==> config.mk <==
export PLATFORM = sky130hd
export DESIGN_NAME = eval_accumulate_flat
export DESIGN_NICKNAME = d
export VERILOG_FILES = /design/src/rtl/eval_pkg.sv /design/src/rtl/eval_accumulate_if.sv /design/src/rtl/acc_fifo.sv /design/src/rtl/new_add.sv /design/src/rtl/eval_accumulate.sv /design/src/flat_wrapper.sv
export SDC_FILE = /design/constraint.sdc
export NUM_CORES = 1
export LEC_CHECK = 0
export BUFFER_PORTS_ARGS = -buffer_cell sky130_fd_sc_hd__buf_2
export CAP_MARGIN = 20
export CELL_PAD_IN_SITES_DETAIL_PLACEMENT = 0
export CELL_PAD_IN_SITES_GLOBAL_PLACEMENT = 1
export CORE_UTILIZATION = 30
export CTS_CLUSTER_DIAMETER = 100
export CTS_CLUSTER_SIZE = 10
export DETAILED_ROUTE_END_ITERATION = 7
export PLACE_DENSITY_LB_ADDON = 0.1
export SETUP_SLACK_MARGIN = 0.5
export SYNTH_ARGS = -nofsm -noshare
export SYNTH_HDL_FRONTEND = slang
export SYNTH_HIERARCHICAL = 1
export SYNTH_SLANG_ARGS = --single-unit
==> constraint.sdc <==
create_clock -name clock -period 68.7 [get_ports clock]
set_input_delay 6.87 -clock clock [delete_from_list [all_inputs] [get_ports clock]]
set_output_delay 6.87 -clock clock [all_outputs]
set_load 0.02 [all_outputs]
==> src/rtl/eval_pkg.sv <==
// rtl/eval_pkg.sv - opcodes, constants and FSM encodings shared by the accumulator
package eval_pkg;

    localparam logic [1:0] OP_CLEAR  = 2'd0;
    localparam logic [1:0] OP_ACC    = 2'd1;
    localparam logic [1:0] OP_RD_SUM = 2'd2;
    localparam logic [1:0] OP_RD_CNT = 2'd3;

    localparam logic [31:0] FP_ZERO = 32'h0000_0000;

    typedef enum logic [2:0] {
        S_IDLE,
        S_ACC_WAIT,
        S_DRAIN,
        S_FLUSH,
        S_RESP
    } fe_state_t;

    typedef enum logic {
        D_IDLE,
        D_ADD
    } dr_state_t;

endpackage

==> src/rtl/eval_accumulate_if.sv <==
// rtl/eval_accumulate_if.sv - custom-instruction request/response bundle
interface eval_accumulate_if;
    logic        start;
    logic [1:0]  n;
    logic [31:0] dataa;
    logic        done;
    logic [31:0] result;

    modport master (output start, n, dataa, input done, result);
    modport slave  (input start, n, dataa, output done, result);
endinterface

==> src/rtl/acc_fifo.sv <==
// rtl/acc_fifo.sv - operand queue with push/pop/flush; pointers carry a wrap bit
module acc_fifo #(
    parameter int DEPTH = 4,
    parameter int W     = 32
) (
    input  logic         clock,
    input  logic         reset,
    input  logic         clk_en,
    input  logic         push_i,
    input  logic         pop_i,
    input  logic         flush_i,
    input  logic [W-1:0] wdata_i,
    output logic [W-1:0] rdata_o,
    output logic         full_o,
    output logic         empty_o
);
    localparam int AW = $clog2(DEPTH);

    logic [W-1:0] mem_q [DEPTH];
    logic [AW:0]  wptr_q, rptr_q;

    always_ff @(posedge clock) begin
        if (reset) begin
            wptr_q <= '0;
            rptr_q <= '0;
        end else if (clk_en) begin
            if (flush_i) begin
                wptr_q <= '0;
                rptr_q <= '0;
            end else begin
                if (push_i) wptr_q <= wptr_q + 1'b1;
                if (pop_i)  rptr_q <= rptr_q + 1'b1;
            end
        end
    end

    always_ff @(posedge clock) begin
        if (clk_en && push_i && !flush_i) mem_q[wptr_q[AW-1:0]] <= wdata_i;
    end

    assign rdata_o = mem_q[rptr_q[AW-1:0]];
    assign empty_o = (wptr_q == rptr_q);
    assign full_o  = (wptr_q[AW] != rptr_q[AW]) && (wptr_q[AW-1:0] == rptr_q[AW-1:0]);
endmodule

==> src/rtl/new_add.sv <==
// rtl/new_add.sv - multi-cycle single-precision adder, round-to-nearest-even, start/done handshake
module new_add #(
    parameter int LATENCY = 4
) (
    input  logic        clock,
    input  logic        reset,
    input  logic        clk_en,
    input  logic        start_i,
    input  logic [31:0] dataa_i,
    input  logic [31:0] datab_i,
    output logic        done_o,
    output logic [31:0] result_o
);
    localparam int CW = $clog2(LATENCY + 1);

    function automatic logic [31:0] fp_add(input logic [31:0] a, input logic [31:0] b);
        logic [31:0] x, y, r;
        logic [26:0] sx, sy;
        logic [27:0] s;
        logic        st;
        int          ex, ey, d, e;
        if (a[30:23] == 8'hFF && a[22:0] != 23'd0) return a | 32'h0040_0000;
        if (b[30:23] == 8'hFF && b[22:0] != 23'd0) return b | 32'h0040_0000;
        if (a[30:23] == 8'hFF) begin
            if (b[30:23] == 8'hFF && a[31] != b[31]) return 32'h7FC0_0000;
            return a;
        end
        if (b[30:23] == 8'hFF) return b;
        if (a[30:0] >= b[30:0]) begin x = a; y = b; end
        else begin x = b; y = a; end
        ex = int'(x[30:23]);
        ey = int'(y[30:23]);
        if (ex == 0) ex = 1;
        if (ey == 0) ey = 1;
        // three extra bits below the mantissa hold guard, round and sticky
        sx = {|x[30:23], x[22:0], 3'b000};
        sy = {|y[30:23], y[22:0], 3'b000};
        d  = ex - ey;
        if (d > 26) begin
            sy = {26'd0, |sy};
        end else begin
            st = |(sy & ((27'd1 << d) - 27'd1));
            sy = (sy >> d) | {26'd0, st};
        end
        e = ex;
        if (x[31] == y[31]) s = {1'b0, sx} + {1'b0, sy};
        else                s = {1'b0, sx} - {1'b0, sy};
        if (s == 28'd0) return 32'h0000_0000;
        if (s[27]) begin
            s = {1'b0, s[27:2], s[1] | s[0]};
            e = e + 1;
        end
        for (int i = 0; i < 26; i++) begin
            if (!s[26] && e > 1) begin
                s = s << 1;
                e = e - 1;
            end
        end
        if (!s[26]) e = 0;
        if (e >= 255) return {x[31], 8'hFF, 23'd0};
        r = {x[31], e[7:0], s[25:3]};
        if (s[2] && (s[1] | s[0] | s[3])) r = r + 32'd1;
        return r;
    endfunction

    logic [CW-1:0] cnt_q;
    logic          busy_q, done_q;
    logic [31:0]   res_q;

    always_ff @(posedge clock) begin
        if (reset) begin
            cnt_q  <= '0;
            busy_q <= 1'b0;
            done_q <= 1'b0;
            res_q  <= 32'd0;
        end else if (clk_en) begin
            done_q <= 1'b0;
            if (start_i && !busy_q) begin
                res_q  <= fp_add(dataa_i, datab_i);
                busy_q <= 1'b1;
                cnt_q  <= CW'(LATENCY - 1);
            end else if (busy_q) begin
                if (cnt_q == '0) begin
                    busy_q <= 1'b0;
                    done_q <= 1'b1;
                end else begin
                    cnt_q <= cnt_q - 1'b1;
                end
            end
        end
    end

    assign done_o   = done_q;
    assign result_o = res_q;
endmodule

==> src/rtl/eval_accumulate.sv <==
// rtl/eval_accumulate.sv - running float sum custom instruction: front-end FSM, operand queue, drain FSM
module eval_accumulate
    import eval_pkg::*;
#(
    parameter int FIFO_DEPTH = 4,
    parameter int CNT_W      = 16,
    parameter int ADD_LAT    = 4
) (
    input  logic             clock,
    input  logic             reset,
    input  logic             clk_en,
    eval_accumulate_if.slave bus
);
    fe_state_t        st_q, st_d;
    dr_state_t        dst_q, dst_d;
    logic [31:0]      sum_q, sum_d, result_q, result_d, hold_q, hold_d;
    logic [CNT_W-1:0] cnt_q, cnt_d, cnt_inc;
    logic             push, pop, flush, full, empty, add_done, acc_req, acc_go;
    logic [31:0]      head, push_data, add_res;

    acc_fifo #(.DEPTH(FIFO_DEPTH), .W(32)) u_fifo (
        .clock   (clock),
        .reset   (reset),
        .clk_en  (clk_en),
        .push_i  (push),
        .pop_i   (pop),
        .flush_i (flush),
        .wdata_i (push_data),
        .rdata_o (head),
        .full_o  (full),
        .empty_o (empty)
    );

    new_add #(.LATENCY(ADD_LAT)) u_add (
        .clock    (clock),
        .reset    (reset),
        .clk_en   (clk_en),
        .start_i  (pop),
        .dataa_i  (sum_q),
        .datab_i  (head),
        .done_o   (add_done),
        .result_o (add_res)
    );

    always_ff @(posedge clock) begin
        if (reset) begin
            st_q     <= S_IDLE;
            dst_q    <= D_IDLE;
            sum_q    <= FP_ZERO;
            result_q <= FP_ZERO;
            hold_q   <= 32'd0;
            cnt_q    <= '0;
        end else if (clk_en) begin
            st_q     <= st_d;
            dst_q    <= dst_d;
            sum_q    <= sum_d;
            result_q <= result_d;
            hold_q   <= hold_d;
            cnt_q    <= cnt_d;
        end
    end

    // Drain side: one add at a time, never while a CLEAR is flushing.
    always_comb begin
        pop   = (dst_q == D_IDLE) && !empty && (st_q != S_FLUSH);
        dst_d = dst_q;
        if (pop)                              dst_d = D_ADD;
        else if (dst_q == D_ADD && add_done)  dst_d = D_IDLE;
    end

    assign cnt_inc   = cnt_q + 1'b1;
    assign push_data = (st_q == S_IDLE) ? bus.dataa : hold_q;
    assign acc_req   = (st_q == S_IDLE && bus.start && bus.n == OP_ACC) || (st_q == S_ACC_WAIT);
    assign acc_go    = acc_req && (!full || pop);

    always_comb begin
        st_d     = st_q;
        sum_d    = sum_q;
        cnt_d    = cnt_q;
        result_d = result_q;
        hold_d   = hold_q;
        push     = 1'b0;
        flush    = 1'b0;
        // an add finishing during a flush is dropped on the floor
        if (dst_q == D_ADD && add_done && st_q != S_FLUSH) sum_d = add_res;
        case (st_q)
            S_IDLE: if (bus.start) begin
                hold_d = bus.dataa;
                case (bus.n)
                    OP_ACC:    st_d = S_ACC_WAIT;
                    OP_RD_SUM: st_d = S_DRAIN;
                    OP_RD_CNT: begin
                        result_d = 32'(cnt_q);
                        st_d     = S_RESP;
                    end
                    default:   st_d = S_FLUSH;
                endcase
            end
            S_DRAIN: if (empty && dst_q == D_IDLE) begin
                result_d = sum_q;
                st_d     = S_RESP;
            end
            S_FLUSH: begin
                flush = 1'b1;
                if (dst_q == D_IDLE) begin
                    sum_d    = FP_ZERO;
                    cnt_d    = '0;
                    result_d = FP_ZERO;
                    st_d     = S_RESP;
                end
            end
            S_RESP:  st_d = S_IDLE;
            default: ;
        endcase
        if (acc_go) begin
            push     = 1'b1;
            cnt_d    = cnt_inc;
            result_d = 32'(cnt_inc);
            st_d     = S_RESP;
        end
    end

    always_comb begin
        bus.done   = (st_q == S_RESP);
        bus.result = result_q;
    end
endmodule

==> src/flat_wrapper.sv <==
// flat-port wrapper written by rule: the top's interface ports become plain ports
module eval_accumulate_flat import eval_pkg::*;
#(
    parameter int FIFO_DEPTH = 4,
    parameter int CNT_W      = 16,
    parameter int ADD_LAT    = 4
)
  (clock, reset, clk_en, bus_start, bus_n, bus_dataa, bus_done, bus_result);
  eval_accumulate_if bus_i ();
  input  logic clock;
  input  logic reset;
  input  logic clk_en;
  input wire logic [$bits(bus_i.start)-1:0] bus_start;
  input wire logic [$bits(bus_i.n)-1:0] bus_n;
  input wire logic [$bits(bus_i.dataa)-1:0] bus_dataa;
  output wire logic [$bits(bus_i.done)-1:0] bus_done;
  output wire logic [$bits(bus_i.result)-1:0] bus_result;
  assign bus_i.start = bus_start;
  assign bus_i.n = bus_n;
  assign bus_i.dataa = bus_dataa;
  assign bus_done = bus_i.done;
  assign bus_result = bus_i.result;
  eval_accumulate #(.FIFO_DEPTH(FIFO_DEPTH), .CNT_W(CNT_W), .ADD_LAT(ADD_LAT)) u_core (.clock(clock), .reset(reset), .clk_en(clk_en), .bus(bus_i));
endmodule
* Word level (Yosys, flattened, before mapping)
Memory sizes are Yosys's and may differ from the RTL's. A register that Yosys moved wholly into a read port is not among the register bits. Index checks and enable logic that the tools add are counted.
Operators by class: multiplexer cells 643, order comparisons 29, reduce and logical (&&, ||, !) cells 101, $mul 0, add/sub/neg operators 36, shift-type cells 2, div/mod/pow operators 0, eq/ne operators 21, bitwise gates (word level) 6
Operator list (count):
- 32-bit two-way mux | 305
- 27-bit two-way mux | 251
- 32-bit by 2-bit greater-than comparator with 1-bit output, second input constant | 26
- 32-bit by 2-bit subtractor with 32-bit output, second input constant | 26
- 28-bit two-way mux | 8
- 32-bit one-hot mux with 3 select lines | 1
- 1-bit two-way mux | 58
- 16-bit two-way mux | 3
- 23-bit nonzero test | 2
- 1-bit logical AND | 42
- 3-bit two-way mux | 11
- 32-bit by 1-bit adder with 32-bit output, second input constant | 1
- 32-bit by 2-bit adder with 32-bit output, second input constant | 1
- 32-bit by 9-bit greater-or-equal comparator with 1-bit output, second input constant | 1
- 32-bit by 6-bit greater-than comparator with 1-bit output, second input constant | 1
- 1-bit by 32-bit << shifter with 27-bit output, first input constant | 1
- 27-bit by 32-bit right shift with 27-bit output | 1
- 32-bit subtractor | 1
- 31-bit greater-or-equal comparator | 1
- 31-bit OR reduction | 1
- 1-bit logical NOT | 30
- 27-bit by 27-bit adder with 28-bit output | 1
- 28-bit logical NOT | 1
- 27-bit by 27-bit subtractor with 28-bit output | 1
- 38 further kinds | 63
Storage, ports and cells: bits in latches 0, bits in registers 159, output and inout port bits 33, logic and storage cells 851, ROM bits 0, bits of input ports 38, bits in writable memories 128, memories kept 1
Memory list:
- u_core.u_fifo.mem_q | depth 4, width 32, rd ports 1, clocked after memory_dff 1, write ports 1, line acc_fifo.sv:19 | logic [W-1:0] mem_q [DEPTH];

* Logic depth before layout (Yosys ltp)
depth in word-level cells 390, mapped depth 306, gate-level depth less buffers 242

* By module
The synthesis kept the hierarchy.
By module, submodules not included:
- new_add | sequential area each 740.7 sq um, cells an instance 5410, area an instance 34605.7 sq um, instances 1
- eval_accumulate | sequential area each 2322.2 sq um, cells an instance 658, area an instance 5275.1 sq um, instances 1
- acc_fifo | sequential area each 4003.8 sq um, cells an instance 217, area an instance 5098.6 sq um, instances 1

* Worst setup path after synthesis
OpenSTA, ideal clock, no wires.
path type reg2reg, start register with a tool-made name, end register u_core.u_add.res_q[22] (netlist: u_core/u_add/result_o[22]), path buffers 69, period minus slack after synthesis 61896 ps, data arrival time 61781 ps, path slack 6804 ps, stages on the path, launching flop included 299, cells stage by stage dfxtp_1 buf_6 buf_12 mux4_2 inv_1 ha_1 nand4_1 nor3_1 a221oi_1 o211ai_1 nor2_1 clkbuf_1 clkbuf_1 clkbuf_1 buf_1 clkbuf_1 nor2_1 a21oi_1 [263 not listed] o21ai_0 a21oi_1 and4bb_1 buf_2 nor2_1 clkbuf_1 clkbuf_1 nor2_1 a31oi_1 ha_1 inv_1 a211oi_1 nand4_1 or2_1 clkbuf_1 nor4_1 xor2_1 a2111oi_0
RTL lines:
- end signal: assignment | line new_add.sv:79 | res_q <= fp_add(dataa_i, datab_i);
- end: declaration | line new_add.sv:68 | logic [31:0] res_q;

==> impl_results.md <==
- Outcome: complete, no violations
- I/O pins: 71
- Wire per inst: about 23 um
- Sequential fraction of design power: between 10% and 20%
- # H-tree levels: 2
- WL final: 189.5 mm
- Die height: 389.2 um
- Worst setup EP type: flop
- Final ANT Viol Nets: 0
- Post-synth top flop: dfxtp_1
- Synth area leaders: edfxtp_1 8.5%, dfxtp_1 7.2%, nand2_1 7.1%
- Final number of hold-violating endpoints: 0
- Max stage delay on crit path: about 0.8 ns
- Starting Density: 30.35%
- CTS clock-pin slew for the worst setup and hold paths: roughly 0.06 ns
- Slew @ Worst Pin: roughly 1.1 ns
- Setup_tns: 0 ns
- DIE WIDTH: 389.2 um
- Required @ worst endpoint: approximately 69 ns
- Count of cell types in the netlist: 154
- Clock share of power: approximately a tenth
- GR Overflow Total: 0
- Top cell type's share of synthesized area: under 10%
- Rows: about 140
- Pint: between 0.0007 and 0.0008 W
- Post-DR vias/cell: 5.987
- CP arrival: between 60 and 70 ns
- Nets: 6,370
- Largest net degree at the start of global routing: 76
- Total die area: approximately 0.15 mm2
- First-pass GRT wire length: ~290 mm
- Top-count cell post-synth: nand2_1
- Hpwl dp: ~150 mm
- R2r setup slk: ~5.5 ns
- CP max-delay cell: mux4_1
- Share of cells above drive strength 1: ~11%
- Fin crit share: about nine tenths
- Sw power: around 0.00098 W
- Clock Sinks: roughly 290
- Worst slew margin: between 20% and 30%
- Post-synth top area cell: edfxtp_1
- FF+latch count, synth: just under 300
- CP max FO: between 60 and 70
- Setup CP Type: flop to flop
- Synth-to-layout area growth: 8.582%
- Core region area: 0.1482 mm2
- Drt first pass iters: 6
- Sw frac: around 57%
- I/O Buffers: 70
- HP Class: flop to flop
- Commonest cells in the netlist: 847 x nand2_1, 657 x nor2_1, 590 x a21oi_1
- Gate power share: 78.5%
- Max clock buf depth: 3
- RSZ-0062 raised after global routing: false
- Clk_lat worst skew: 0.58 ns
- GPL Wtd Cong: roughly 0.95
- Starting DRT DRC Count: 4,097
- CTS tree: done
- Final setup violation count: 0
- Vias: approximately 49,000
- Number of global-route vias before repair: 46,050
- Mapped Nets: 6,478
- Pins Over Slew Limit: 0
- Number of synthesized flops with an enable pin: 128
- Final Critical Period: around 63 ns
- Initial antenna violation count: 3
- YS warnings: 6
- Post-Syn Instances: approximately 6,300
- CTS Buf Count: 36
- Seq/Total Area, Yosys: between 10% and 20%
- Ys async rst share: 0%
- Syn avg cell area: between 7 and 8 um2
- Fmax: roughly 0.016 GHz
- Root Buffer: clkbuf_16
- Max-cap viol count: 0
- CTS hold repair buffers: 0
- Synthesized area: roughly 0.045 mm2
- Peak VDD IR: ~18 uV
- Leakage: ~18 nW
- Most common cell on crit path: ha_1
- Crit start category: flop
- Gr usage total: between 20% and 30%
- DRC violations left: 0
- Pwr dens: 35.30 mW/mm2
- Clock Skews: ~0.03 ns
- Post-Route Utilization: about 33%
cell usage in the layout (no fill, tap or decap), types with 31 or more instances in the layout:
| cell type | synthesis | layout |
|---|---|---|
| nand2_1 | 847 | 844 |
| nor2_1 | 657 | 654 |
| a21oi_1 | 590 | 581 |
| o21ai_0 | 406 | 403 |
| mux2i_1 | 284 | 283 |
| inv_1 | 178 | 178 |
| nand3_1 | 175 | 175 |
| nor3_1 | 171 | 169 |
| buf_4 | 8 | 163 |
| dfxtp_1 | 161 | 160 |
| ha_1 | 152 | 150 |
| edfxtp_1 | 128 | 128 |
| xnor2_1 | 130 | 125 |
| mux2_2 | 121 | 121 |
| a211oi_1 | 107 | 106 |
| nand4_1 | 85 | 85 |
| nor4_1 | 79 | 79 |
| and2_1 | 74 | 74 |
| a21o_1 | 71 | 70 |
| buf_2 | 76 | 69 |
| a31oi_1 | 71 | 68 |
| xor2_1 | 65 | 63 |
| o211ai_1 | 61 | 61 |
| or3_1 | 59 | 59 |
| and3_1 | 61 | 57 |
| o21ai_1 | 59 | 57 |
| o21a_1 | 49 | 49 |
| nand2b_1 | 44 | 44 |
| o21bai_1 | 40 | 39 |
| o31ai_1 | 42 | 38 |
| mux4_2 | 37 | 37 |
| clkbuf_16 | 0 | 36 |
| a221oi_1 | 31 | 31 |
per-stage QoR:
stage	hold slack, ns	area [um2]	power [W]	instances	setup WS, ns
floorplan	0.4197	44980	0.001159	6285	6.804
global placement	0.4387	47350	0.001525	8036	2.661
detailed placement	0.4381	47350	0.001509	8036	0.9429
CTS	0.4463	48420	0.001699	8090	0.5861
global route	0.4604	48840	0.001877	8123	0.3954
finish	0.4467	48840	0.001724	8124	5.529
cells by family after synthesis:
kind of cell	count (synthesis)	share of synthesized area, %
AOI/OAI and AO/OA	2077	31.60
adders and majority gates	155	4.362
xor gates and xnor gates	200	4.031
muxes	453	11.56
DFF	289	15.71
buffers and inverters	571	5.271
and+or+nand+nor	2540	27.46
cell type report:
class                      count  area [um2]
tap                         1930        2415
fill                       16250       99350
timing repair buffer         236        1614
clock inverter                 7       127.6
antenna                        1       2.502
clock buffer                  47       942.2
sequential                   289        7068
inverter                     185       694.4
multi-input combinational   5429       35980
sequential cells by signal, summed over array words and instances, names as in the netlist, 3 cells and up, named ones only:
register / count
u_core/u_fifo/rptr_q: 3
u_core/u_fifo/mem_q: 128
u_core/bus.result: 32
u_core/st_q: 3
u_core/sum_q: 32
u_core/hold_q: 32
u_core/u_add/result_o: 32
u_core/u_add/cnt_q: 3
u_core/cnt_q: 16
u_core/u_fifo/wptr_q: 3
power by group through the flow:
| stage | clock network [W] | logic, W | registers [W] |
|---|---|---|---|
| CTS | 0.000185 | 0.00132 | 0.000192 |
| floorplan | 0 | 0.000964 | 0.000195 |
| global route | 0.000190 | 0.00149 | 0.000192 |
| global placement | 0 | 0.00133 | 0.000195 |
| finish | 0.000179 | 0.00135 | 0.000192 |
| detailed placement | 0 | 0.00131 | 0.000195 |
critical path, delay by kind of cell, from the launching register on:
family,cells,cell delay (ns)
buffers and inverters,36,7.76
AND/OR/NAND/NOR,84,19.49
multiplexers,5,2.38
flip-flops,1,0.32
XOR/XNOR,13,3.50
adder cells (fa/ha/maj),32,10.41
AO/OA/AOI/OAI,78,18.91
path summary, 6_finish.rpt:
path | depth (start not counted) | end | from
max | 248 | u_core/u_add/result_o[22] | flop
min | 2 | u_core/sum_q[18] | u_core/u_add/result_o[18]
max reg2reg | 248 | u_core/u_add/result_o[22] | flop
min reg2reg | 2 | u_core/sum_q[18] | u_core/u_add/result_o[18]
layer usage:
layer,track usage (%),part of all wire (%),vias to the layer above
met4,5.569,2.4,0
met2,39.71,46,1446
met3,2.271,5.1,222
met5,0,0,-
met1,33.00,46,23530
li1,-,-,23440
what timing repair did:
action | in CTS | in global routing
resized for setup | 0 | 34
setup endpoints to repair | 0 | 31
setup buffers | 0 | 27
No activity file was read; power rests on OpenSTA's default activity.
